===== src/rtl/prbs31_chk_pkg.sv =====
// Shared types and constants for the PRBS31 checker slice.
package prbs31_chk_pkg;

  // Checker state; the encodings double as the state code shown on uo_out[3:2].
  typedef enum logic [1:0] {
    ST_HUNT   = 2'd0,
    ST_VERIFY = 2'd1,
    ST_LOCKED = 2'd2
  } state_t;

  // x^31 + x^28 + 1: r(n) = r(n-28) ^ r(n-31)
  localparam int SH_W  = 31;
  localparam int TAP_A = 27;
  localparam int TAP_B = 30;

  localparam int FILL_W  = 5;   // counts the 31 fill bits in HUNT
  localparam int MATCH_W = 6;   // consecutive matches in VERIFY
  localparam int WIN_W   = 6;   // valid-bit position in the loss window
  localparam int WERR_W  = 4;   // errors within the current window
  localparam int ERR_W   = 16;  // total error counter
  localparam int BIT_W   = 24;  // total locked-bit counter

  // Next bit of the sequence as predicted from the register contents.
  function automatic logic prbs_predict(input logic [SH_W-1:0] sh);
    return sh[TAP_A] ^ sh[TAP_B];
  endfunction

endpackage


===== src/rtl/prbs31_chk_if.sv =====
// Bundle between pin mapping and the checker core.
interface prbs31_chk_if;
  import prbs31_chk_pkg::*;

  logic             din;
  logic             valid;
  logic             clear;
  logic             lock;
  logic             err_pulse;
  logic [1:0]       state;
  logic [ERR_W-1:0] err_cnt;
  logic [BIT_W-1:0] bit_cnt;

  modport master (output din, valid, clear,
                  input  lock, err_pulse, state, err_cnt, bit_cnt);
  modport slave  (input  din, valid, clear,
                  output lock, err_pulse, state, err_cnt, bit_cnt);
endinterface


===== src/rtl/prbs31_chk_core.sv =====
// PRBS31 checker core: shift register, acquisition FSM, error/bit counters.
module prbs31_chk_core
  import prbs31_chk_pkg::*;
#(
  parameter int LOCK_MATCHES = 32,
  parameter int LOSS_ERRORS  = 8,
  parameter int WINDOW_BITS  = 64
) (
  input  logic          clk,
  input  logic          rst_n,
  prbs31_chk_if.slave   bus
);

  state_t              r_state, w_state_nxt;
  logic [SH_W-1:0]     r_sh, w_sh_nxt;
  logic [FILL_W-1:0]   r_fill, w_fill_nxt;
  logic [MATCH_W-1:0]  r_match, w_match_nxt;
  logic [WIN_W-1:0]    r_wbit, w_wbit_nxt;
  logic [WERR_W-1:0]   r_werr, w_werr_nxt;
  logic [ERR_W-1:0]    r_err, w_err_nxt;
  logic [BIT_W-1:0]    r_bit, w_bit_nxt;
  logic                r_pulse, w_pulse_nxt;
  logic                w_pred;
  logic                w_miss;
  logic                w_wrap;

  assign w_pred = prbs_predict(r_sh);
  assign w_miss = bus.din ^ w_pred;
  assign w_wrap = (r_wbit == WIN_W'(WINDOW_BITS - 1));

  // Register all checker state; reset is asynchronous and active-high.
  always_ff @(posedge clk or posedge rst_n) begin
    if (rst_n) begin
      r_state <= ST_HUNT;
      r_sh    <= '0;
      r_fill  <= '0;
      r_match <= '0;
      r_wbit  <= '0;
      r_werr  <= '0;
      r_err   <= '0;
      r_bit   <= '0;
      r_pulse <= 1'b0;
    end else begin
      r_state <= w_state_nxt;
      r_sh    <= w_sh_nxt;
      r_fill  <= w_fill_nxt;
      r_match <= w_match_nxt;
      r_wbit  <= w_wbit_nxt;
      r_werr  <= w_werr_nxt;
      r_err   <= w_err_nxt;
      r_bit   <= w_bit_nxt;
      r_pulse <= w_pulse_nxt;
    end
  end

  // Next-state and counter update; only valid bits advance anything, clear overrides counting.
  always_comb begin
    w_state_nxt = r_state;
    w_sh_nxt    = r_sh;
    w_fill_nxt  = r_fill;
    w_match_nxt = r_match;
    w_wbit_nxt  = r_wbit;
    w_werr_nxt  = r_werr;
    w_err_nxt   = r_err;
    w_bit_nxt   = r_bit;
    w_pulse_nxt = 1'b0;

    if (bus.valid) begin
      case (r_state)
        ST_HUNT: begin
          w_sh_nxt = {r_sh[SH_W-2:0], bus.din};
          if (r_fill == FILL_W'(SH_W - 1)) begin
            w_state_nxt = ST_VERIFY;
            w_fill_nxt  = '0;
            w_match_nxt = '0;
          end else begin
            w_fill_nxt = r_fill + FILL_W'(1);
          end
        end

        ST_VERIFY: begin
          w_sh_nxt = {r_sh[SH_W-2:0], bus.din};
          // An all-zero register predicts zeros forever, so it is never trusted.
          if ((r_sh == '0) || w_miss) begin
            w_state_nxt = ST_HUNT;
            w_fill_nxt  = '0;
            w_match_nxt = '0;
          end else if (r_match == MATCH_W'(LOCK_MATCHES - 1)) begin
            w_state_nxt = ST_LOCKED;
            w_match_nxt = '0;
            w_wbit_nxt  = '0;
            w_werr_nxt  = '0;
          end else begin
            w_match_nxt = r_match + MATCH_W'(1);
          end
        end

        ST_LOCKED: begin
          // Free-running: line errors never enter the register once locked.
          w_sh_nxt   = {r_sh[SH_W-2:0], w_pred};
          w_bit_nxt  = (r_bit == '1) ? r_bit : r_bit + BIT_W'(1);
          w_wbit_nxt = w_wrap ? '0 : r_wbit + WIN_W'(1);
          w_werr_nxt = w_wrap ? '0 : r_werr;
          if (w_miss) begin
            w_err_nxt   = (r_err == '1) ? r_err : r_err + ERR_W'(1);
            w_pulse_nxt = 1'b1;
            if (r_werr + WERR_W'(1) == WERR_W'(LOSS_ERRORS)) begin
              w_state_nxt = ST_HUNT;
              w_fill_nxt  = '0;
              w_wbit_nxt  = '0;
              w_werr_nxt  = '0;
            end else if (!w_wrap) begin
              w_werr_nxt = r_werr + WERR_W'(1);
            end
          end
        end

        default: begin
          w_state_nxt = ST_HUNT;
          w_fill_nxt  = '0;
        end
      endcase
    end

    if (bus.clear) begin
      w_err_nxt = '0;
      w_bit_nxt = '0;
    end
  end

  assign bus.lock      = (r_state == ST_LOCKED);
  assign bus.err_pulse = r_pulse;
  assign bus.state     = r_state;
  assign bus.err_cnt   = r_err;
  assign bus.bit_cnt   = r_bit;

endmodule


===== src/flat_wrapper.sv =====
// flat-port wrapper written by rule: the top's interface ports become plain ports
module prbs31_chk_core_flat import prbs31_chk_pkg::*;
#(
  parameter int LOCK_MATCHES = 32,
  parameter int LOSS_ERRORS  = 8,
  parameter int WINDOW_BITS  = 64
)
  (clk, rst_n, bus_din, bus_valid, bus_clear, bus_lock, bus_err_pulse, bus_state, bus_err_cnt, bus_bit_cnt);
  prbs31_chk_if bus_i ();
  input  logic clk;
  input  logic rst_n;
  input wire logic [$bits(bus_i.din)-1:0] bus_din;
  input wire logic [$bits(bus_i.valid)-1:0] bus_valid;
  input wire logic [$bits(bus_i.clear)-1:0] bus_clear;
  output wire logic [$bits(bus_i.lock)-1:0] bus_lock;
  output wire logic [$bits(bus_i.err_pulse)-1:0] bus_err_pulse;
  output wire logic [$bits(bus_i.state)-1:0] bus_state;
  output wire logic [$bits(bus_i.err_cnt)-1:0] bus_err_cnt;
  output wire logic [$bits(bus_i.bit_cnt)-1:0] bus_bit_cnt;
  assign bus_i.din = bus_din;
  assign bus_i.valid = bus_valid;
  assign bus_i.clear = bus_clear;
  assign bus_lock = bus_i.lock;
  assign bus_err_pulse = bus_i.err_pulse;
  assign bus_state = bus_i.state;
  assign bus_err_cnt = bus_i.err_cnt;
  assign bus_bit_cnt = bus_i.bit_cnt;
  prbs31_chk_core #(.LOCK_MATCHES(LOCK_MATCHES), .LOSS_ERRORS(LOSS_ERRORS), .WINDOW_BITS(WINDOW_BITS)) u_core (.clk(clk), .rst_n(rst_n), .bus(bus_i));
endmodule

===== config.mk =====
export PLATFORM = sky130hd
export DESIGN_NAME = prbs31_chk_core_flat
export DESIGN_NICKNAME = d
export VERILOG_FILES = /design/src/rtl/prbs31_chk_pkg.sv /design/src/rtl/prbs31_chk_if.sv /design/src/rtl/prbs31_chk_core.sv /design/src/flat_wrapper.sv
export SDC_FILE = /design/constraint.sdc
export NUM_CORES = 1
export LEC_CHECK = 0
export BUFFER_PORTS_ARGS = -buffer_cell sky130_fd_sc_hd__buf_2
export CAP_MARGIN = 20
export CORE_MARGIN = 2
export CORE_UTILIZATION = 52
export DETAILED_ROUTE_END_ITERATION = 10
export PLACE_DENSITY = 0.72
export SLEW_MARGIN = 30
export SYNTH_ARGS = -nofsm -noshare
export SYNTH_HDL_FRONTEND = slang
export SYNTH_SLANG_ARGS = --single-unit

===== constraint.sdc =====
create_clock -name clk -period 3.5 [get_ports clk]
set_input_delay 0.175 -clock clk [delete_from_list [all_inputs] [get_ports clk]]
set_output_delay 0.175 -clock clk [all_outputs]
set_load 0.005 [all_outputs]

==> metrics.txt <==
layout cells sized above 1=20.8%; I/O pins=49; DR WL met3=338 um; Resized Gates After CTS=0; top-area cell type share of the netlist area=between 40 and 50%; Slew Limit Headroom=53.0%; Seq/Total Area, Yosys=between 40 and 50%; Worst Max-Slew Pin Slew=a little over 0.7 ns; critical path type=register to register; Final Wtd Congestion=around 0.8; RSZ-0062 raised after global routing=false; H-tree depth=3; sequential share of power=53.0%; reg-to-reg startpoint=u_core.r_sh[27]$_DFFE_PP0P_; Worst setup EP type=register; syn nets=484; Hold WC Path Type=primary input to register; TNS Setup=0 ns; Seq cells post-synth=95; startpoint class of the critical path=register; GR Util All Layers=between 20% and 30%; Post-route DRC=0; status=complete, no violations; clock share of power=28.9%; port bufs=between 40 and 50; combinational share of power=between 10% and 20%; clock slew at reported path FFs=0.09 ns; drt total wl=9700 um; clock sinks=95; Max-cap violations=0; Arrival @ worst endpoint=2.76 ns; Horiz. Die Dim=a little over 100 um; ys flop type=dfrtp_1; Post-synth ARST share=100%; Core Area=between 9000 and 10000 um^2; maximum clock path buffer count=2; wire length on met2=4590 um; Starting Density=53.0%; P&R area growth vs syn=11.6%; fin crit share=70.9%; fin. max-slew vios=0; Setup violations, final=0; switching pwr=0.000784 W; clock latency on the worst-skew pair=0.36 ns; minimum clock period=2.48 ns; DRT met1 WL=4620 um; internal power=0.00197 W; die area=10100 um^2; CTS tree=yes; total leakage power=roughly 2.4 nW; Syn Area/Cell=10.3 um^2; EDFF count, synth=0; vias per inst=5.96; sw frac=28.4%; Netlist cell types=55; Ys Warns=0; vias in the first global route=~3600; placed cell area=5170 um^2; CTS Buf Count=9; DR top layer=met4; first-pass GRT wire length=16800 um; WHS Endpoint=u_core.r_sh[0]$_DFFE_PP0P_; largest net degree at the start of global routing=53; worst-path maximum fanout=15; area leader, netlist=dfrtp_1; Via Count=3760; min-delay src=bus_din; final-report hold violation count=0; Pre-antenna DRT Iters=4; post-DP HPWL=6690 um; Power per Cell Area=approximately 510 nW/um^2; diode count=0; 1st-iter DRT viols=177; synth top area cells=dfrtp_1, mux2_2, nor2_1, o21ai_0, nand2_1; Rows=35; Hold Path Depth=3; Worst Reg-to-Reg Cells=5; Die Y=~100 um; worst path required time=3.78 ns; peak supply drop=0.220 mV; CTS root buf=clkbuf_8; R2R Setup Slk=1.02 ns; DR WL/cell=between 15 and 20 um; Nets=528; Post-Synthesis Cells=471; initial antenna violation count=0; mapped cell area=4850 um^2; Final Skew=0.00776 ns; final instance area=roughly 5400 um^2; reg2reg end=u_core.bus.err_cnt[13]$_DFFE_PP0P_; antenna viol nets, final=0; fmax=just over 400 MHz; GRT Residual Overflow=0
[power by group through the flow]
stage,combinational [W],clock (W),sequential [W]
6_report,0.000498,0.000798,0.00146
5_1_grt,0.000565,0.000860,0.00150
3_5_place_dp,0.000501,0,0.00148
3_3_place_gp,0.000483,0,0.00147
4_1_cts,0.000506,0.000817,0.00146
2_1_floorplan,0.000397,0,0.00143
[area by class of cell]
class	count	area (um^2)
clock buffer	11	141
clock inverter	5	81.3
fill	799	3740
inverter	9	36.3
multi-input combinational	345	2340
sequential	95	2380
tap	111	139
timing repair buffer	55	295
[routing by layer]
layer  GRT usage, %  vias up
li1               -     1829
met1           28.6     1853
met2           32.8       66
met3           3.40       12
met4           7.59        0
met5              0        -
[cell usage after synthesis (8+ instances only)]
| master | instances |
|---|---|
| and3_1 | 12 |
| nor4_1 | 10 |
| xnor2_1 | 12 |
| nand4_1 | 17 |
| a21oi_1 | 22 |
| inv_1 | 9 |
| clkbuf_1 | 16 |
| nor2_1 | 35 |
| mux2_2 | 32 |
| dfrtp_1 | 95 |
| or3_1 | 14 |
| a21o_1 | 8 |
| o21ai_0 | 23 |
| xor2_1 | 10 |
| nand3_1 | 20 |
| nand2_1 | 30 |
| ha_1 | 8 |
| o211ai_1 | 8 |
[critical path: stages (launching register included)]
cell	delay, ns
dfrtp_1	0.44
xor3_1	0.49
and2_1	0.46
o211ai_1	0.35
or4_1	0.49
a21oi_1	0.17
[through the flow]
step | cells | setup WS [ns] | utilization [%] | power, W | hold WS, ns
2_1_floorplan | 471 | 0.848 | - | 0.00183 | 0.355
3_3_place_gp | 614 | 1.12 | 56.5 | 0.00195 | 0.382
3_5_place_dp | 614 | 1.04 | 56.5 | 0.00198 | 0.387
4_1_cts | 631 | 0.992 | 59.1 | 0.00279 | 0.126
5_1_grt | 631 | 0.762 | 59.1 | 0.00293 | 0.134
6_report | 631 | 1.02 | 59.1 | 0.00276 | 0.137
[repair_timing]
| action | 4_1_cts | 5_1_grt |
|---|---|---|
| hold buffers | 1 | 0 |
| hold endpoints to repair | 36 | 0 |
| setup buffers | 0 | 0 |
[layout by cell type, fill, tap and decap left out, drive strengths merged, types with 4 or more instances in the layout]
| cell | Yosys | layout |
|---|---|---|
| buf | 5 | 54 |
| nand2b | 6 | 6 |
| nor3 | 7 | 7 |
| inv | 9 | 9 |
| nor2b | 4 | 4 |
| and3 | 12 | 12 |
| nand4 | 17 | 17 |
| nor2 | 35 | 35 |
| clkbuf | 17 | 11 |
| a2111oi | 5 | 5 |
| dfrtp | 95 | 95 |
| mux2 | 32 | 32 |
| nor4 | 10 | 10 |
| o2111ai | 5 | 5 |
| nand3 | 20 | 20 |
| or3 | 14 | 14 |
| xnor2 | 12 | 12 |
| o21ai | 24 | 24 |
| nand2 | 30 | 30 |
| xor2 | 10 | 10 |
| a21oi | 22 | 22 |
| a21o | 8 | 8 |
| and4 | 8 | 8 |
| ha | 8 | 8 |
| and2 | 6 | 6 |
| o211ai | 8 | 8 |
[registers in the layout, summed over array words and instances (netlist names)]
name                  cells
u_core.r_match            6
u_core.r_fill             5
u_core.r_werr             4
u_core.bus.err_cnt       16
u_core.bus.state          2
u_core.r_sh              31
u_core.bus.err_pulse      1
u_core.bus.bit_cnt       24
u_core.r_wbit             6
[cell families after synthesis]
logic type | after synthesis | synth area share (%)
AO/OA/AOI/OAI | 98 | 13.4
XOR/XNOR | 23 | 4.47
adder cells (fa/ha/maj) | 8 | 2.07
buffers and inverters | 31 | 2.81
flip-flops | 95 | 49.0
multiplexers | 34 | 7.85
AND/OR/NAND/NOR | 182 | 20.3
[worst max path at each step]
stage	cells after the start	from	to	slack, ns
floorplan	1	rst_n	u_core.bus.bit_cnt[0]$_DFFE_PP0P_	0.85
global route	5	u_core.r_sh[27]$_DFFE_PP0P_	u_core.bus.err_cnt[15]$_DFFE_PP0P_	0.76
CTS	5	u_core.r_sh[27]$_DFFE_PP0P_	u_core.bus.err_cnt[13]$_DFFE_PP0P_	0.99
global placement	5	u_core.r_sh[27]$_DFFE_PP0P_	u_core.bus.err_cnt[9]$_DFFE_PP0P_	1.12
finish	5	u_core.r_sh[27]$_DFFE_PP0P_	u_core.bus.err_cnt[13]$_DFFE_PP0P_	1.02
detailed placement	5	u_core.r_sh[27]$_DFFE_PP0P_	u_core.bus.err_cnt[13]$_DFFE_PP0P_	1.04
Power figures use the tool's default switching activity.
